## config.mk

```make
export PLATFORM = sky130hd
export DESIGN_NAME = block_sync_rx
export DESIGN_NICKNAME = d
export VERILOG_FILES = /design/src/rtl/pcs_rx_pkg.sv /design/src/rtl/block_sync_rx.sv
export SDC_FILE = /design/constraint.sdc
export NUM_CORES = 1
export LEC_CHECK = 0
export CORE_UTILIZATION = 35
export CTS_CLUSTER_DIAMETER = 120
export DETAILED_ROUTE_END_ITERATION = 7
export GPL_ROUTABILITY_DRIVEN = 0
export SLEW_MARGIN = 40
export SYNTH_ARGS = -nofsm -noshare
export SYNTH_HDL_FRONTEND = slang
export SYNTH_SLANG_ARGS = --single-unit
```

## constraint.sdc

```tcl
create_clock -name clk -period 4.7 [get_ports clk]
set_input_delay 0.94 -clock clk [delete_from_list [all_inputs] [get_ports clk]]
set_output_delay 0.94 -clock clk [all_outputs]
set_load 0.005 [all_outputs]
```

## src/rtl/pcs_rx_pkg.sv

```systemverilog
// Shared PCS receive definitions: sync header encodings, header width and
// the block-lock state type used by block_sync_rx.
package pcs_rx_pkg;

  localparam int HEAD_W = 2;

  localparam logic [HEAD_W-1:0] SYNC_HEAD_DATA = 2'b01;
  localparam logic [HEAD_W-1:0] SYNC_HEAD_CTRL = 2'b10;

  typedef enum logic [1:0] {
    INIT = 2'd0,
    TEST = 2'd1,
    SLIP = 2'd2,
    WAIT = 2'd3
  } block_sync_fsm_e;

  // A sync header is valid only when its two bits differ (data or control).
  function automatic logic head_is_valid(input logic [HEAD_W-1:0] head);
    return (head == SYNC_HEAD_DATA) || (head == SYNC_HEAD_CTRL);
  endfunction

endpackage

```

## src/rtl/block_sync_rx.sv

```systemverilog
// 64b/66b receive block lock for one PCS lane.
// Watches sync headers from the rx gearbox, pulses slip_v_o to shift the
// gearbox alignment by one bit until headers are consistently valid, and
// raises lock_o for the downstream descrambler/decoder.
// Optional feature: define BLOCK_SYNC_SLIP_CNT_EN to add the saturating
// slip_cnt_o counter; without it the port and counter are absent.
//
// state | meaning
// INIT  | counters cleared, head_v_i ignored, lock_o held
// TEST  | evaluate each header beat, count windows, decide lock/slip
// SLIP  | slip_v_o high for this cycle, head_v_i ignored
// WAIT  | discard SLIP_WAIT_N beats while the gearbox realigns
module block_sync_rx
  import pcs_rx_pkg::*;
#(
  parameter int SH_CNT_MAX  = 64,
  parameter int SH_INV_MAX  = 16,
  parameter int SLIP_WAIT_N = 2
) (
  input  logic              clk,
  input  logic              nreset,
  input  logic              signal_ok_i,
  input  logic              head_v_i,
  input  logic [HEAD_W-1:0] head_i,
  output logic              slip_v_o,
  output logic              lock_o
`ifdef BLOCK_SYNC_SLIP_CNT_EN
  ,
  output logic [15:0]       slip_cnt_o
`endif
);

  localparam int SH_W   = $clog2(SH_CNT_MAX + 1);
  localparam int INV_W  = $clog2(SH_INV_MAX + 1);
  localparam int WAIT_W = $clog2(SLIP_WAIT_N + 1);

  localparam logic [SH_W-1:0]   SH_LAST   = SH_W'(SH_CNT_MAX);
  localparam logic [INV_W-1:0]  INV_LAST  = INV_W'(SH_INV_MAX);
  localparam logic [WAIT_W-1:0] WAIT_LAST = WAIT_W'(SLIP_WAIT_N);

  block_sync_fsm_e    state;
  logic [SH_W-1:0]    sh_cnt;
  logic [INV_W-1:0]   inv_cnt;
  logic [WAIT_W-1:0]  wait_cnt;

  logic               head_bad;
  logic [SH_W-1:0]    sh_n;
  logic [INV_W-1:0]   inv_n;
  logic [WAIT_W-1:0]  wait_n;
  logic               slip_req;

  // Next-count values for the current header beat and the slip decision.
  always_comb begin
    head_bad = !head_is_valid(head_i);
    sh_n     = sh_cnt + 1'b1;
    inv_n    = inv_cnt + INV_W'(head_bad);
    wait_n   = wait_cnt + 1'b1;
    slip_req = signal_ok_i && (state == TEST) && head_v_i && head_bad &&
               (!lock_o || (inv_n == INV_LAST));
  end

  // Lock FSM with registered lock/slip outputs and window counters.
  always_ff @(posedge clk or negedge nreset) begin
    if (!nreset) begin
      state    <= INIT;
      lock_o   <= 1'b0;
      slip_v_o <= 1'b0;
      sh_cnt   <= '0;
      inv_cnt  <= '0;
      wait_cnt <= '0;
    end else begin
      slip_v_o <= 1'b0;
      if (!signal_ok_i) begin
        state    <= INIT;
        lock_o   <= 1'b0;
        sh_cnt   <= '0;
        inv_cnt  <= '0;
        wait_cnt <= '0;
      end else begin
        case (state)
          INIT: begin
            sh_cnt   <= '0;
            inv_cnt  <= '0;
            wait_cnt <= '0;
            state    <= TEST;
          end
          TEST: begin
            if (head_v_i) begin
              if (slip_req) begin
                state    <= SLIP;
                slip_v_o <= 1'b1;
                lock_o   <= 1'b0;
                sh_cnt   <= '0;
                inv_cnt  <= '0;
              end else if (sh_n == SH_LAST) begin
                sh_cnt  <= '0;
                inv_cnt <= '0;
                if (inv_n == '0) begin
                  lock_o <= 1'b1;
                end
              end else begin
                sh_cnt  <= sh_n;
                inv_cnt <= inv_n;
              end
            end
          end
          SLIP: begin
            sh_cnt   <= '0;
            inv_cnt  <= '0;
            wait_cnt <= '0;
            state    <= WAIT;
          end
          WAIT: begin
            if (head_v_i) begin
              if (wait_n == WAIT_LAST) begin
                wait_cnt <= '0;
                sh_cnt   <= '0;
                inv_cnt  <= '0;
                state    <= TEST;
              end else begin
                wait_cnt <= wait_n;
              end
            end
          end
          default: state <= INIT;
        endcase
      end
    end
  end

`ifdef BLOCK_SYNC_SLIP_CNT_EN
  // Saturating count of SLIP entries; only nreset clears it.
  always_ff @(posedge clk or negedge nreset) begin
    if (!nreset) begin
      slip_cnt_o <= '0;
    end else if (slip_req && (slip_cnt_o != 16'hFFFF)) begin
      slip_cnt_o <= slip_cnt_o + 16'd1;
    end
  end
`endif

endmodule

```

# Word-level counts from Yosys, hierarchy flattened
# Cells that the tools add are included.
dict set report word_totals {
  reg_bits 18
  latch_bits 0
  ramBits 0
  mem_bits_ro 0
  input_bits 6
  out_inout_bits 2
  n_memories 0
}
dict set report op_classes {
  add_sub_neg 3
  multipliers 0
  n_div 0
  n_lt_le_gt_ge 0
  eq_ne 17
  shift 0
  n_mux 34
  bitwise 0
  reduce_logical 15
}
# cell count
set ops {}
lappend ops {{$mux W7} 6}
lappend ops {{$mux W5} 6}
lappend ops {{$pmux W7 S3} 1}
lappend ops {{$mux W2} 8}
lappend ops {{$pmux W5 S3} 1}
lappend ops {{$ne A3 B3 Y1 const B} 4}
lappend ops {{$mux W1} 10}
lappend ops {{$eq A2 B2 Y1 const B} 4}
lappend ops {{$pmux W2 S4} 1}
lappend ops {{$reduce_and A4 Y1} 2}
lappend ops {{$add A7 B1 Y7 const B} 1}
lappend ops {{$eq A7 B7 Y1 const B} 1}
lappend ops {{$ne A3 B1 Y1 const B} 2}
lappend ops {{$add A5 B1 Y5} 1}
lappend ops {{$eq A5 B5 Y1 const B} 1}
lappend ops {{$logic_not A5 Y1} 1}
lappend ops {{$eq A2 B1 Y1 const B} 2}
lappend ops {{$logic_and A1 B1 Y1} 4}
lappend ops {{$ne A2 B1 Y1 const B} 2}
lappend ops {{$pmux W2 S2} 1}
lappend ops {{$ne A3 B2 Y1 const B} 1}
lappend ops {{$reduce_and A3 Y1} 1}
lappend ops {{$add A2 B1 Y2 const B} 1}
lappend ops {{$logic_not A1 Y1} 2}
lappend ops {{other kinds (4)} 5}

# Longest topological paths before layout
# Gate-level depths: netlist (run 1).
dict set report logic_depth {
  depth_word 11
  depth_mapped 8
  depth_no_buf 8
}

# Worst setup path after synthesis (run 1)
# No wires, ideal clock.
dict set report synth_path {
  path_type {input -> register}
  from {input port head_i[1]}
  to {register state[0]}
  arrival_ns 2.693
  required_ns 4.621
  setup_slack_ns 1.928
  cell_stages 8
  path_buffers 0
  cell_sequence {xnor2_2 -> ha_1 -> ha_1 -> nand3_1 -> xor2_1 -> or4_4 -> a21oi_2 -> mux2i_1}
}
dict set report synth_via {
  elab_chain_len 9
}
# item line_no
set synth_lines {}
lappend synth_lines {{from (decl)} block_sync_rx.sv:24} ;# input logic [HEAD_W-1:0] head_i,
lappend synth_lines {{$eq A2 B1 Y1 / $eq A2 B2 Y1 (equally long branches)} pcs_rx_pkg.sv:19} ;# return (head == SYNC_HEAD_DATA) || (head == SYNC_HEAD_CTRL);
lappend synth_lines {{$logic_or A1 B1 Y1 *} pcs_rx_pkg.sv:19}
lappend synth_lines {{$logic_not A1 Y1 *} block_sync_rx.sv:54} ;# head_bad = !head_is_valid(head_i);
lappend synth_lines {{$add A5 B1 Y5} block_sync_rx.sv:56} ;# inv_n = inv_cnt + INV_W'(head_bad);
lappend synth_lines {{$eq A5 B5 Y1} block_sync_rx.sv:59} ;# (!lock_o || (inv_n == INV_LAST));
lappend synth_lines {{$logic_or A1 B1 Y1} block_sync_rx.sv:59}
lappend synth_lines {{$logic_and A1 B1 Y1 *} block_sync_rx.sv:58} ;# slip_req = signal_ok_i && (state == TEST) && head_v_i && head_bad &&
lappend synth_lines {{$ne A3 B3 Y1 (no source line) *} -}
lappend synth_lines {{$reduce_and A4 Y1 (no source line) *} -}
lappend synth_lines {{to (signal assigned)} block_sync_rx.sv:65} ;# state <= INIT;
lappend synth_lines {{to (signal assigned)} block_sync_rx.sv:74} ;# state <= INIT;
lappend synth_lines {{to (signal assigned)} block_sync_rx.sv:85} ;# state <= TEST;
lappend synth_lines {{to (decl)} block_sync_rx.sv:41} ;# block_sync_fsm_e state;
# Mark *: on every way between the ends. The rest lies on a longest branch, timed or not.
# A chain may end at the register's enable or synchronous reset.

# Final worst setup path (run 1)
dict set report layout_path {
  from {input port head_i[1]}
  to {register state[1]}
}
# Same word-level chain as after synthesis.

==> results of run 1 <==
-- worst register-to-register path: stages (launching register included) --
cell      delay (ps)
dfrtp_1          410
ha_1             220
ha_1             220
nand2b_1         120
nand4_1          190
or4_4            570
a21oi_2          240
mux2i_1          210
-- metal layers --
| metal | track usage (%) | up-vias | part of all wire [%] |
|---|---|---|---|
| met2 | 26.30 | 17 | 48 |
| met5 | 0 | - | 0 |
| met4 | 3.741 | 0 | 1.2 |
| met3 | 4.148 | 4 | 3.4 |
| met1 | 19.20 | 473 | 47 |
| li1 | - | 464 | - |
-- flip-flops by register name (all words and copies together), names as in the netlist --
| signal | count |
|---|---|
| sh_cnt | 7 |
| inv_cnt | 5 |
| state | 2 |
| wait_cnt | 2 |
| lock_o | 1 |
| slip_v_o | 1 |
-- where the power goes --
| part | total (mW) | leakage, nW | internal (mW) | switching, mW |
|---|---|---|---|---|
| logic | 0.132 | 0.265 | 0.0502 | 0.0818 |
| registers | 0.182 | 0.248 | 0.168 | 0.0140 |
| clock network | 0.0987 | 0.0210 | 0.0472 | 0.0515 |
| total | 0.412 | 0.534 | 0.265 | 0.147 |
-- stage by stage --
step	total power, mW	area [um2]
finish	0.4124	1286
global route	0.4409	1286
CTS	0.4135	1286
detailed placement	0.3175	1250
global placement	0.3118	1255
floorplan	0.2787	1142
-- cells in the final DEF (no fill, tap or decap), drive strengths merged, types with 2 or more instances in the layout --
cell / synthesis / routed
nand2: 21 / 21
dfrtp: 18 / 18
inv: 11 / 11
o21ai: 9 / 9
ha: 8 / 8
nand3: 7 / 7
clkdlybuf4s50: 0 / 6
a21oi: 6 / 6
mux2i: 5 / 5
and2: 4 / 4
o2111ai: 4 / 4
clkbuf: 2 / 4
nand2b: 3 / 3
nor2: 2 / 2
a31oi: 2 / 2
o22ai: 2 / 2
o211ai: 2 / 2
xnor2: 2 / 2
-- worst max-delay path by stage --
| stage | from | end | slack [ps] | cells after the start |
|---|---|---|---|---|
| 5_1_grt | head_i[1] | inv_cnt[1] | 1320 | 9 |
| 3_5_place_dp | head_i[1] | state[1] | 1220 | 9 |
| 4_1_cts | head_i[1] | state[1] | 1540 | 9 |
| 6_report | head_i[1] | state[1] | 1540 | 9 |
| 2_1_floorplan | head_i[1] | state[0] | 1930 | 8 |
| 3_3_place_gp | head_i[1] | state[1] | 1310 | 9 |
-- cell families (layout without fill, tap and decap cells) --
| group | after synthesis | after routing | synth area share, % |
|---|---|---|---|
| XOR/XNOR | 3 | 3 | 2.958 |
| AO/OA/AOI/OAI | 32 | 32 | 19.28 |
| AND/OR/NAND/NOR | 46 | 46 | 20.48 |
| buffers and inverters | 14 | 22 | 4.710 |
| adder cells (fa/ha/maj) | 8 | 8 | 8.763 |
| flip-flops | 18 | 18 | 39.43 |
| multiplexers | 5 | 5 | 4.381 |
-- final cells by class --
cell class / instances / area [um2] / area share (%)
Clock buffer: 4 / 36.28 / 2.821
Timing Repair Buffer: 7 / 65.06 / 5.058
Multi-Input combinational cell: 94 / 638.1 / 49.61
Inverter: 11 / 41.29 / 3.210
Sequential cell: 18 / 450.4 / 35.02
Tap cell: 44 / 55.05 / 4.280
==> impl_metrics.tcl, run 1 <==
set metrics [dict create \
    grt_pass1_vias 930 \
    min_delay_worst_endpoint "inv_cnt[0]" \
    row_count 20 \
    cts_setup_buffers 0 \
    hold_slack_ps 517.3 \
    crit_path_max_fanout 5 \
    crit_chain "clkdlybuf4s50_1, xnor2_2, ha_1, ha_1, nand3_1, xor2_1, or4_4, a21oi_2, mux2i_1" \
    p_per_area_mw_per_mm2 320.6 \
    clkTransAtPathRegs_ps 110 \
    cts.sink_count 18 \
    slew_headroom_pct 50.70 \
    initial_utilization_pct 37.11 \
    post_route_cells_drive_above_1_share_pct 7.463 \
    die_y_um 59.13 \
    slowest_stage "or4_4" \
    portBuffers 7 \
    drt-initial-drc-count 36 \
    period_needed_ps 3161 \
    synth_top_area_cell "dfrtp_1" \
    dp_hpwl_um 1802 \
    top_level_ports 8 \
    grt.overflow.total 0 \
    drt-total-wl_um 2394 \
    finalWorstSetupSlack_ps 1539 \
    tightest_slew_ps 739.1 \
    synth_top_area_share_pct 39.43 \
    synthesis.area_mm2 0.001142 \
    crit_path_frequent_cell "ha_1" \
    clockBufferDepth 2 \
    dp_cells 174 \
    cts_root_buf "clkbuf_4" \
    cts_resized 0 \
    critical-path-top-delay-family "simple AND/OR/NAND/NOR gates" \
    drc 0 \
    post_drt_wl_per_cell_um 13.45 \
    clk_latency_ps 300 \
    cp-end-kind "register" \
    die_w_um 59.13 \
    yosysWarnings 0 \
    peakVddDrop_mv 0.1528 \
    ys_types 39 \
    gr-usage-all-layers_pct 15.37 \
    yosysMostFrequentCell "nand2_1" \
    grt_pass1_wl_um 4029 \
    fin_skew_ps 4.325 \
    drtAntennaViolNets 0 \
    final-setup-viol-count 0 \
    numCtsBuffers 3 \
    fin_crit_sh_pct 67.26 \
    ys_ff_latch 18 \
    startpoint_type "primary input" \
    holdCritPathClass "reg -> reg" \
    ys_seq_area_share_pct 39.43 \
    synth_area_leaders "dfrtp_1, ha_1, nand2_1, mux2i_1, o21ai_0" \
    vias 958 \
    rsz0062_at_grt "no" \
    routed_via_density 5.382 \
    tritoncts "done" \
    slew_violations 0 \
    first_pass_iters 4 \
    grt_max_degree 19 \
    leakagePower_nw 0.5341 \
    nets 149 \
    yosys-top-cells-count "nand2_1, dfrtp_1, inv_1" \
    hold_depth 2 \
    synth_flop_cell "dfrtp_1" \
    crit_type "in -> reg" \
    r2r_start "inv_cnt[0]" \
    reg2reg_depth 7 \
    max_stage_delay_ps 600 \
    stdcell_count 178 \
    async_flop_share_pct 100.0 \
    htree_levels 1 \
    required_ps 4930 \
    path_buf_inv 1 \
    arrival_ps 3390 \
    fin_setup_tns_ps 0 \
    pre_cts_ws_ps 1217 \
    postCtsHoldBufs 0 \
    areaGrowthSynthToFinish_pct 12.60 \
    core_area_mm2 0.003078 \
    hold_viol_final 0 \
    max_freq_ghz 0.3163 \
    die_area_mm2 0.003496 \
    finalCoreUtilization_pct 41.79 \
    maxCapViolCount 0 \
    r2r-end "state[1]" \
    syn_inst 126 \
    antenna_found_initial 0 \
    min_from "inv_cnt[0]" \
    fillers 320 \
    status "finished clean" \
    synthesis.nets 140 \
    postSynthAreaPerCell_um2 9.066 \
    r2r_setup_slack_ps 2460 \
    antenna_cells 0 \
    synth_edf_count 0 \
]
(Power assumes the default switching activity.)
==> run 2: changes to the inputs <==
==> constraint.sdc (replaced) <==
create_clock -name clk -period 2.75 [get_ports clk]
set_input_delay 0.55 -clock clk [delete_from_list [all_inputs] [get_ports clk]]
set_output_delay 0.55 -clock clk [all_outputs]
set_load 0.005 [all_outputs]
==> run 2 against run 1 <==
Compared with the run above: die area did not move; sequential cell count is the same; global-route usage down 0.59 points; largest cell class unchanged; highest routed layer unchanged.
==> impl_metrics.tcl, run 2 (synthesized netlist as in run 1, its figures left out) <==
set metrics [dict create \
    die_area_mm2 0.003496 \
    numCtsBuffers 3 \
    grt_max_degree 19 \
    r2r_setup_slack_ps 640 \
    crit_type "in -> reg" \
    fin_skew_ps 2.479 \
    cts.sink_count 18 \
    period_needed_ps 2627 \
    post_drt_wl_per_cell_um 12.84 \
    drtAntennaViolNets 0 \
    clk_latency_ps 290 \
    routed_via_density 5.098 \
    leakagePower_nw 0.5531 \
    die_w_um 59.13 \
    cts_root_buf "clkbuf_4" \
    dp_hpwl_um 1783 \
    stdcell_count 183 \
    grt.overflow.total 0 \
    max_freq_ghz 0.3807 \
    tritoncts "done" \
    holdCritPathClass "in -> async" \
    maxCapViolCount 0 \
    cts_setup_buffers 0 \
    initial_utilization_pct 37.11 \
    reg_top3 "sh_cnt (7), inv_cnt (5)" \
    slew_violations 0 \
    place_area_mm2 0.001295 \
    vias 933 \
    required_ps 2970 \
    portBuffers 7 \
    grt_pass1_vias 848 \
    reg2reg_depth 9 \
    p_per_area_mw_per_mm2 514.1 \
    peakVddDrop_mv 0.3196 \
    drt-total-wl_um 2350 \
    areaGrowthSynthToFinish_pct 16.21 \
    largest-register "sh_cnt" \
    crit_path_max_fanout 5 \
    nets 155 \
    clockBufferDepth 2 \
    htree_levels 1 \
    r2r-end "inv_cnt[4]" \
    layout_commonest_cell "nand2_1" \
    antenna_found_initial 0 \
    hold_viol_final 0 \
    tightest_slew_ps 563.9 \
    grt_pass1_wl_um 3829 \
    largest_reg_flops 7 \
    antenna_cells 0 \
    fin_crit_sh_pct 95.51 \
    dp_cells 180 \
    r2r_start "inv_cnt[0]" \
    clkTransAtPathRegs_ps 90 \
    startpoint_type "primary input" \
    gr-usage-all-layers_pct 14.78 \
    drc 0 \
    status "finished clean" \
    top_level_ports 8 \
    cp-end-kind "register" \
    drt-initial-drc-count 44 \
    rsz0062_at_grt "no" \
    post_route_cells_drive_above_1_share_pct 11.51 \
    final_cell_mix "nand2_1, dfrtp_1, inv_1" \
    final-setup-viol-count 0 \
    die_y_um 59.13 \
    arrival_ps 2840 \
    first_pass_iters 4 \
    core_area_mm2 0.003078 \
    slew_headroom_pct 62.23 \
    final_area_mm2 0.001328 \
    row_count 20 \
]
-- run 2: cell types whose count changed in the layout (fill, tap and decap cells not counted) --
cell / delta
a21oi_2: -1
a21oi_4: +1
clkbuf_8: -1
ha_1: -1
ha_2: +1
buf_4: +6
-- run 2: worst max-delay path by stage --
stage | slack, ps | to | startpoint | cells past startpoint
floorplan | 370 | state[0] | head_i[1] | 8
global route | 20 | inv_cnt[2] | head_i[1] | 9
detailed placement | -240 | state[0] | head_i[1] | 9
CTS | 90 | state[0] | head_i[1] | 9
finish | 120 | state[1] | head_i[1] | 9
global placement | -130 | state[0] | head_i[1] | 9
-- run 2: critical path, stage by stage --
cell and delay [ps]:
clkdlybuf4s50_1 440, xnor2_2 190, ha_1 210, ha_2 210, nand3_1 90, xor2_1 190, or4_4 600, a21oi_4 180
mux2i_1 190
-- run 2: through the flow --
| step | setup slack (ps) | hold slack, ps | TNS, ps | total power, mW | utilization, % |
|---|---|---|---|---|---|
| after global placement | -132.5 | 485.6 | -1176 | 0.5461 | 42.24 |
| after CTS | 85.37 | 187.3 | 0 | 0.6868 | 42.80 |
| after global routing | 17.18 | 193.9 | 0 | 0.7393 | 43.13 |
| final | 123.5 | 181.9 | 0 | 0.6825 | 43.13 |
| after detailed placement | -238.7 | 502.9 | -2046 | 0.5562 | 42.07 |
| after floorplan | 368.0 | 254.4 | 0 | 0.4763 | - |
-- run 2: final cells by class --
type                            count  area (um2)
Sequential cell                    18       450.4
Fill cell                         313        1750
Timing Repair Buffer               13       110.1
Clock buffer                        3       22.52
Tap cell                           44       55.05
Inverter                           11       41.29
Multi-Input combinational cell     94       648.1
-- run 2: layer usage --
| metal | wire (um) | part of all wire [%] | track usage, % | vias up |
|---|---|---|---|---|
| li1 | - | - | - | 479 |
| met1 | 1135 | 48 | 19.35 | 443 |
| met2 | 1133 | 48 | 24.03 | 9 |
| met3 | 65 | 2.8 | 3.930 | 2 |
| met4 | 15 | 0.64 | 4.082 | 0 |
| met5 | 0 | 0 | 0 | - |
-- run 2: where the power goes --
part	switching [mW]	total, mW	internal, mW
Clock	0.0757	0.127	0.0509
Sequential	0.0244	0.311	0.286
Combinational	0.141	0.245	0.104
-- run 2: what timing repair did --
action	4_1_cts	5_1_grt
endpoints found under the setup margin	0	2
hold buffers	0	0
resized for setup	0	2
hold endpoints to repair	0	0
